**config.mk**
```make
export PLATFORM = sky130hd
export DESIGN_NAME = vc_test_rand_delay_sink
export DESIGN_NICKNAME = d
export VERILOG_FILES = /design/src/rtl/vc_test_rand_delay_sink.sv
export SDC_FILE = /design/constraint.sdc
export NUM_CORES = 2
export LEC_CHECK = 0
export BUFFER_PORTS_ARGS = -buffer_cell sky130_fd_sc_hd__buf_2
export CAP_MARGIN = 20
export CELL_PAD_IN_SITES_DETAIL_PLACEMENT = 0
export CELL_PAD_IN_SITES_GLOBAL_PLACEMENT = 1
export CORE_UTILIZATION = 43
export DETAILED_ROUTE_END_ITERATION = 7
export PLACE_DENSITY_LB_ADDON = 0.1
export REMOVE_ABC_BUFFERS = 1
export SYNTH_ARGS = -nofsm -noshare
export SYNTH_HDL_FRONTEND = slang
export SYNTH_SLANG_ARGS = --single-unit
```
**constraint.sdc**
```tcl
create_clock -name clk -period 9 [get_ports clk]
set_clock_uncertainty 0.05 [all_clocks]
set_input_delay 0.45 -clock clk [delete_from_list [all_inputs] [get_ports clk]]
set_output_delay 0.45 -clock clk [all_outputs]
set_load 0.005 [all_outputs]
```
**src/rtl/vc_test_rand_delay_sink.sv**
```systemverilog
// ---------------------------------------------------------------------------
// vc_test_rand_delay_sink
//
// Test-harness sink that sits downstream of a val/rdy source or a DUT output
// port. It accepts messages under pseudo-random backpressure, compares each
// accepted message against a preloaded expected-message memory, and reports
// how the run went.
//
// Ports:
//   clk        clock
//   reset      asynchronous reset, active low (0 = reset asserted)
//   val        upstream message valid
//   rdy        sink ready (combinational from the stall counter)
//   msg        upstream message, p_msg_nbits wide
//   load_en    write one expected message (only while IDLE)
//   load_addr  expected-memory write index
//   load_data  expected-memory write data
//   cfg_nmsgs  number of messages in a run, sampled when start is taken
//   start      begin a run (taken in IDLE or DONE)
//   done       every configured message has been accepted
//   err_flag   at least one mismatch in the current run
//   err_index  index of the first mismatch in the current run
//   err_count  saturating count of mismatches in the current run
// ---------------------------------------------------------------------------
module vc_test_rand_delay_sink #(
    parameter int          p_msg_nbits = 1,
    parameter int          p_num_msgs  = 1024,
    parameter int          p_max_delay = 0,
    parameter logic [15:0] p_lfsr_seed = 16'hACE1,
    localparam int         c_index_nbits = $clog2(p_num_msgs)
) (
    input  logic                     clk,
    input  logic                     reset,
    input  logic                     val,
    output logic                     rdy,
    input  logic [p_msg_nbits-1:0]   msg,
    input  logic                     load_en,
    input  logic [c_index_nbits-1:0] load_addr,
    input  logic [p_msg_nbits-1:0]   load_data,
    input  logic [c_index_nbits:0]   cfg_nmsgs,
    input  logic                     start,
    output logic                     done,
    output logic                     err_flag,
    output logic [c_index_nbits-1:0] err_index,
    output logic [15:0]              err_count
);

    typedef enum logic [1:0] {
        IDLE = 2'd0,
        RUN  = 2'd1,
        DONE = 2'd2
    } state_t;

    localparam logic [c_index_nbits:0] c_num_msgs = (c_index_nbits + 1)'(p_num_msgs);

    state_t                   state;
    logic [c_index_nbits:0]   nmsgs;
    logic [c_index_nbits:0]   index;
    logic [7:0]               delay_cnt;
    logic [15:0]              lfsr;
    logic [7:0]               delay_draw;
    logic                     go;
    logic                     mismatch;
    logic                     last_msg;
    logic                     start_take;

    logic [p_msg_nbits-1:0]   mem [p_num_msgs];

    // Handshake and status decode. rdy follows the stall counter directly so
    // a zero draw lets the very next cycle accept.
    assign rdy        = (state == RUN) && (delay_cnt == 8'd0);
    assign done       = (state == DONE);
    assign go         = val && rdy;
    assign start_take = start && ((state == IDLE) || (state == DONE));
    assign last_msg   = (index == (nmsgs - 1'b1));

    // Four-state compare so that an x/z bit on msg is reported as a mismatch
    // rather than silently matching.
    assign mismatch   = (msg !== mem[index[c_index_nbits-1:0]]);

    // Stall draw from the low LFSR byte. The full-range case skips the modulo
    // because 256 does not fit the 8-bit divisor.
    generate
        if (p_max_delay >= 255) begin : g_draw_full
            assign delay_draw = lfsr[7:0];
        end else begin : g_draw_mod
            assign delay_draw = lfsr[7:0] % 8'(p_max_delay + 1);
        end
    endgenerate

    // Free-running 16-bit Galois LFSR, shifting right with tap mask B400. It
    // advances every cycle out of reset, independent of the state, so the
    // stall pattern depends only on the cycle at which each draw happens.
    always_ff @(posedge clk or negedge reset) begin
        if (!reset) begin
            lfsr <= p_lfsr_seed;
        end else begin
            lfsr <= {1'b0, lfsr[15:1]} ^ (lfsr[0] ? 16'hB400 : 16'h0000);
        end
    end

    // Expected-message memory. It has no reset so that a mid-run reset keeps
    // the loaded vectors, and it only accepts writes while idle.
    always_ff @(posedge clk) begin
        if ((state == IDLE) && load_en) begin
            mem[load_addr] <= load_data;
        end
    end

    // Run control: start sampling, per-message compare, stall countdown and
    // the error bookkeeping. The error outputs hold once the run is DONE.
    always_ff @(posedge clk or negedge reset) begin
        if (!reset) begin
            state     <= IDLE;
            nmsgs     <= '0;
            index     <= '0;
            delay_cnt <= 8'd0;
            err_flag  <= 1'b0;
            err_index <= '0;
            err_count <= 16'd0;
        end else begin
            case (state)
                IDLE, DONE: begin
                    if (start) begin
                        nmsgs     <= cfg_nmsgs;
                        index     <= '0;
                        err_flag  <= 1'b0;
                        err_index <= '0;
                        err_count <= 16'd0;
                        delay_cnt <= delay_draw;
                        state     <= (cfg_nmsgs == '0) ? DONE : RUN;
                    end
                end
                RUN: begin
                    if (go) begin
                        if (mismatch) begin
                            if (err_count != 16'hFFFF) begin
                                err_count <= err_count + 16'd1;
                            end
                            if (!err_flag) begin
                                err_flag  <= 1'b1;
                                err_index <= index[c_index_nbits-1:0];
                            end
                        end
                        index     <= index + 1'b1;
                        delay_cnt <= delay_draw;
                        if (last_msg) begin
                            state <= DONE;
                        end
                    end else if (delay_cnt != 8'd0) begin
                        delay_cnt <= delay_cnt - 8'd1;
                    end
                end
                default: begin
                    state <= IDLE;
                end
            endcase
        end
    end

    // A run longer than the expected memory would compare against stale or
    // aliased entries, so flag it loudly in simulation.
    always @(posedge clk) begin
        if (reset && start_take) begin
            assert (cfg_nmsgs <= c_num_msgs)
                else $error("vc_test_rand_delay_sink: cfg_nmsgs %0d exceeds p_num_msgs %0d",
                            cfg_nmsgs, p_num_msgs);
        end
    end

endmodule
```
# [After elaboration in Yosys (flattened, before gate mapping)]
# Memory sizes are Yosys's and may differ from the RTL's.
# Index checks and enable logic that the tools add are counted.
[word_totals] regBits=59 latchBits=0 ramBits=1024 romBits=0 inputBits=28 out_inout_bits=29 word_cells=68 memories=1
[memory_table] name="mem" words=1024 word_bits=1 read_ports=1 rd_ports_with_merged_regs=0 wr=1 line_no="67" source="logic [p_msg_nbits-1:0] mem [p_num_msgs];"
[op_classes] n_addsub=4 multipliers=0 div_mod_pow=0 magnitude_cmp=0 n_eq_ne=12 shifts=0 n_mux=28 bitwise_logic=0 reduce_logical=16
[op_table] cell="$mux W16" n=4
[op_table] cell="$mux W10" n=4
[op_table] cell="$pmux W16 S2" n=1
[op_table] cell="$mux W8" n=3
[op_table] cell="$mux W11" n=2
[op_table] cell="$pmux W11 S2" n=1
[op_table] cell="$pmux W10 S2" n=1
[op_table] cell="$add A16 B1 Y16 const B" n=1
[op_table] cell="$ne A16 B16 Y1 const B" n=1
[op_table] cell="$pmux W8 S2" n=1
[op_table] cell="$add A11 B1 Y11 const B" n=1
[op_table] cell="$eq A11 B11 Y1" n=1
[op_table] cell="$logic_not A11 Y1" n=1
[op_table] cell="$sub A11 B1 Y11 const B" n=1
[op_table] cell="$ne A2 B2 Y1 const B" n=5
[op_table] cell="$reduce_and A5 Y1" n=2
[op_table] cell="$reduce_and A3 Y1" n=3
[op_table] cell="$logic_not A8 Y1" n=1
[op_table] cell="$mux W2" n=4
[op_table] cell="$reduce_bool A8 Y1" n=1
[op_table] cell="$sub A8 B1 Y8 const B" n=1
[op_table] cell="$mux W1" n=5
[op_table] cell="$pmux W2 S2" n=1
[op_table] cell="$reduce_and A4 Y1" n=1
[op_table] cell="other kinds (11)" n=13

# [Longest topological paths before layout]
[logic_depth] ltp_word=5 ltp_mapped=16 ltp_nobuf=10

# [Least setup slack after synthesis]
# Ideal clock, no wire load.
[synth_timing] path_kind="flip-flop to flip-flop" start="register index[0]" end="register err_count[11]" setup_time_ps=122 t_arrival_ps=3437 t_required_ps=8828 path_slack_ps=5391 stages_incl_launch_ff=13 path_buffers=3 path_cell_list="dfrtp_1 buf_6 buf_6 buf_4 mux4_2 a221oi_2 a32oi_1 o41ai_2 o2111ai_1 a32oi_4 xnor2_4 or4b_1 mux2i_1"
[synth_between] elab_chain_len=4
[synth_lines] element="from (decl)" line_no="58" source="logic [c_index_nbits:0] index;"
[synth_lines] element="from (signal assigned)" line_no="145" source="index <= index + 1'b1;"
[synth_lines] element="$mem_v2 Z1024 W1"
[synth_lines] element="$nex A1 B1 Y1" line_no="79" source="assign mismatch = (msg !== mem[index[c_index_nbits-1:0]]);"
[synth_lines] element="$ne A2 B2 Y1 (no source line)"
[synth_lines] element="$reduce_and A5 Y1 (no source line)"
[synth_lines] element="to (signal assigned)" line_no="138" source="err_count <= err_count + 16'd1;"
[synth_lines] element="to (decl)" line_no="45" source="output logic [15:0] err_count"
# No other way between the ends.
# A chain may end at the register's enable or synchronous reset.

# [Final worst setup path]
# Ends and elaborated chain as after synthesis.

==> flow_summary_export.csv <==
group,metric,value,unit
run_status,status,"finished clean",
placement,dpl.hpwl,77800,um
cts,path_clk_slew,60,ps
routing,vias,30000,
setup_path,critPathMaxFanout,100,
die,die_area,113000,um^2
timing,timing.fmax,0.167,GHz
die,core,111000,um^2
timing,tns,0,ps
die,start_util,43.4,%
setup_path,crit_type,"flop to flop",
global_route,grt_pass1_wl,211000,um
setup_path,cp_common_cell,"mux4_2",
timing,finalCritPeriodShare,66.6,%
placement,dpl_worst_slack,3050,ps
setup_path,required,9540,ps
timing,rsz0062_at_grt,"no",
synthesis,synth_mux_area_share,13.2,%
die,die_h,336,um
power_and_ir_drop,ir_worst_vdd,0.163,mV
routing,drt_pass1_iterations,5,
global_route,met3_usage,3.66,%
global_route,overflow,0,
die,die_x,336,um
timing,finalSetupViolations,0,
synthesis,synth_compound_area_share,3.40,%
synthesis,synth_top_family_by_area,"multiplexers",
timing,setup_ws,3010,ps
cts,clkLatencyLatePin,720,ps
cells_and_area,seq_area,32200,um^2
synthesis,syn_area,48100,um^2
power_and_ir_drop,p_leak,0.0165,uW
synthesis,synth-edff-count,1024,
synthesis,synthDistinctLibCells,69,
timing,tightestPinTransition,1190,ps
global_route,busiest_layer,"met2",
timing,holdWs,67.8,ps
synthesis,synthSimpleGateAreaFrac,12.5,%
cells_and_area,fillCellCount,9712,
die,placement_rows,122,
routing,drc,0,
synthesis,yosysTopAreaCell,"edfxtp_1",
placement,port_buffers,56,
timing,maxSlewViolCount,0,
cells_and_area,multi_input_area,14500,um^2
routing,ant_nets,0,
cells_and_area,layout-drive-gt1-share,16.2,%
cts,root_buffer,"clkbuf_16",
setup_path,startpoint_type,"flop",
placement,place.gp.congestion,0.812,
setup_path,end_kind,"flop",
cts,cts_made_buffers,116,
cells_and_area,fin_nets,3511,
synthesis,synth-xor-area-share,0.513,%
setup_path,cp_slowest_cell,"dfrtp_4",
synthesis,yosys_warnings,0,
synthesis,seq_area_frac_synth,67.0,%
cts,cts_tree,"done",
setup_path,crit_arrival,6530,ps
setup_path,max_stage_delay,1040,ps
routing,drt-initial-drc-count,3236,
synthesis,async_flop_share,5.45,%
timing,relSlewSlack,20.6,%
synthesis,ys_ff_latch,1083,
cells_and_area,area_growth,11.8,%
synthesis,synth_ff_type,"edfxtp_1",
global_route,grt_util_all_layers,26.4,%
cts,cts.sinks,1083,
global_route,use_met2,44.3,%
timing,hold_viol,0,
flow_run,cap_violations,0,
setup_path,cp_cell_sequence,"buf_12, mux4_2, mux4_2, nor2_1, a21oi_1, o21ai_0, a41oi_1, a32oi_4, xnor2_4, or4b_1, mux2i_1",
global_route,grt_pass1_vias,29400,
synthesis,synth_fa_ha_area_share,0.104,%
cts,h-tree-depth,3,
synthesis,synth_area_leaders,"edfxtp_1, mux4_2, nor2_1, mux2i_1, dfrtp_1",
routing,detail_route.wl_per_cell,29.4,um
worst_hold_path,min_path_type,"primary input to flop",
synthesis,synth_top_area_share,64.0,%
global_route,grt_start_max_net_pins,281,
synthesis,syn_inst,3528,
timing,min_period,5990,ps
routing,routed_via_density,5.93,
routing,wl,149000,um
synthesis,postSynthAreaPerCell,13.6,um^2
cts,clockBufferDepth,3,
power_and_ir_drop,cellPowerDensity,234,nW/um^2
global_route,antenna_found_initial,1,
cts,postCtsSetupRepairBufs,0,
global_route,use_met1,35.8,%
die,io_pins,57,
==> sequential cells by signal, indices dropped and copies added, names as in the netlist <==
signal     count
mem         1024
err_count     16
index         11
nmsgs         11
err_index     10
delay_cnt      8
state          2
err_flag       1
==> layout make-up <==
type                       count  area share, %
multi-input combinational   2112           27.0
timing repair buffer         154           2.96
clock inverter                62          0.703
clock buffer                 155           5.82
inverter                      12         0.0861
tap                         1488           3.46
antenna                        1        0.00465
sequential                  1083           59.9
==> synthesized netlist by cell type (5+ instances only) <==
master,n
a211oi_1,9
a21bo_1,10
a21oi_1,50
a221oi_1,10
a22oi_1,39
a311oi_1,5
a31oi_1,28
a32oi_1,8
and2_1,13
and3_1,17
buf_1,47
buf_2,22
buf_4,12
buf_6,17
buf_8,10
clkbuf_1,211
dfrtp_1,59
edfxtp_1,1024
inv_1,11
mux2_2,24
mux2i_1,154
mux4_2,201
nand2_1,200
nand2b_1,22
nand3_1,47
nand3b_1,5
nand4_1,23
nor2_1,1077
nor2b_1,17
nor3_1,18
nor3b_1,7
nor4_1,10
o211ai_1,5
o21ai_0,23
o221ai_1,7
o31a_1,6
o31ai_1,5
or2_2,6
xnor2_1,17
xor2_1,8
==> critical path: cells and delay by family, from the launching register on <==
| family | cells | cell delay [ps] |
|---|---|---|
| xor+xnor | 1 | 360 |
| flops | 1 | 1040 |
| buf+inv | 1 | 620 |
| simple gates | 2 | 630 |
| mux | 3 | 1210 |
| compound gates | 4 | 1670 |
==> per-layer routing <==
metal	vias to the layer above	routed length (um)
met1	15900	61300
li1	12800	-
met4	0	3740
met5	-	0
met3	204	10800
met2	1197	73000
==> kinds of logic after synthesis <==
| kind of cell | Yosys count |
|---|---|
| AND/OR/NAND/NOR | 1475 |
| multiplexers | 379 |
| adder cells (fa/ha/maj) | 4 |
| flip-flops | 1083 |
| buffers and inverters | 333 |
| XOR/XNOR | 26 |
| AO/OA/AOI/OAI | 228 |
==> layout by cell type (no fill, tap or decap), types with 24 or more instances in the layout <==
cell type | Yosys | final
mux4_2 | 201 | 201
clkinv_1 | 0 | 30
clkbuf_1 | 211 | 32
a31oi_1 | 28 | 28
a22oi_1 | 39 | 39
nor2_1 | 1077 | 1075
buf_4 | 12 | 56
buf_2 | 22 | 56
buf_16 | 0 | 25
a21oi_1 | 50 | 50
nand2_1 | 200 | 182
nand3_1 | 47 | 36
edfxtp_1 | 1024 | 1024
mux2_2 | 24 | 24
clkbuf_16 | 0 | 117
dfrtp_1 | 59 | 55
mux2i_1 | 154 | 154
==> path summary, 6_finish.rpt <==
path | start | endpoint | slack (ps) | cells past startpoint
setup reg to reg | index[0] | err_count[11] | 3010 | 11
setup / recovery | index[0] | err_count[11] | 3010 | 11
hold / removal | start | state[1] | 70 | 3
min in group asynchronous | reset | nmsgs[3] | 370 | 3
hold reg to reg | err_index[9] | err_index[9] | 430 | 1
max in group asynchronous | reset | index[0] | 7890 | 3
==> power by group <==
group	total, uW	internal (uW)	switching (uW)	leakage (uW)
clock	4500	2510	1990	0.00172
sequential	5750	5580	167	0.00997
combinational	2350	1070	1280	0.00478
==> per-stage QoR <==
| stage | total power [uW] | cell area, um^2 | instances | utilization (%) |
|---|---|---|---|---|
| after global placement | 8180 | 49400 | 4809 | 44.6 |
| after detailed placement | 8200 | 49500 | 4811 | 44.6 |
| final | 12600 | 53800 | 5067 | 48.5 |
| after floorplan | 8000 | 46500 | 3207 | - |
| after CTS | 12700 | 53100 | 5040 | 47.9 |
| after global routing | 13000 | 53800 | 5066 | 48.5 |
==> what timing repair did <==
action / in CTS / in global routing
hold buffers: 12 / 0
hold endpoints to repair: 70 / 0
gates resized for setup: 0 / 0
setup endpoints to repair: 0 / 0
Note: power is estimated with default switching activity, not from simulation.
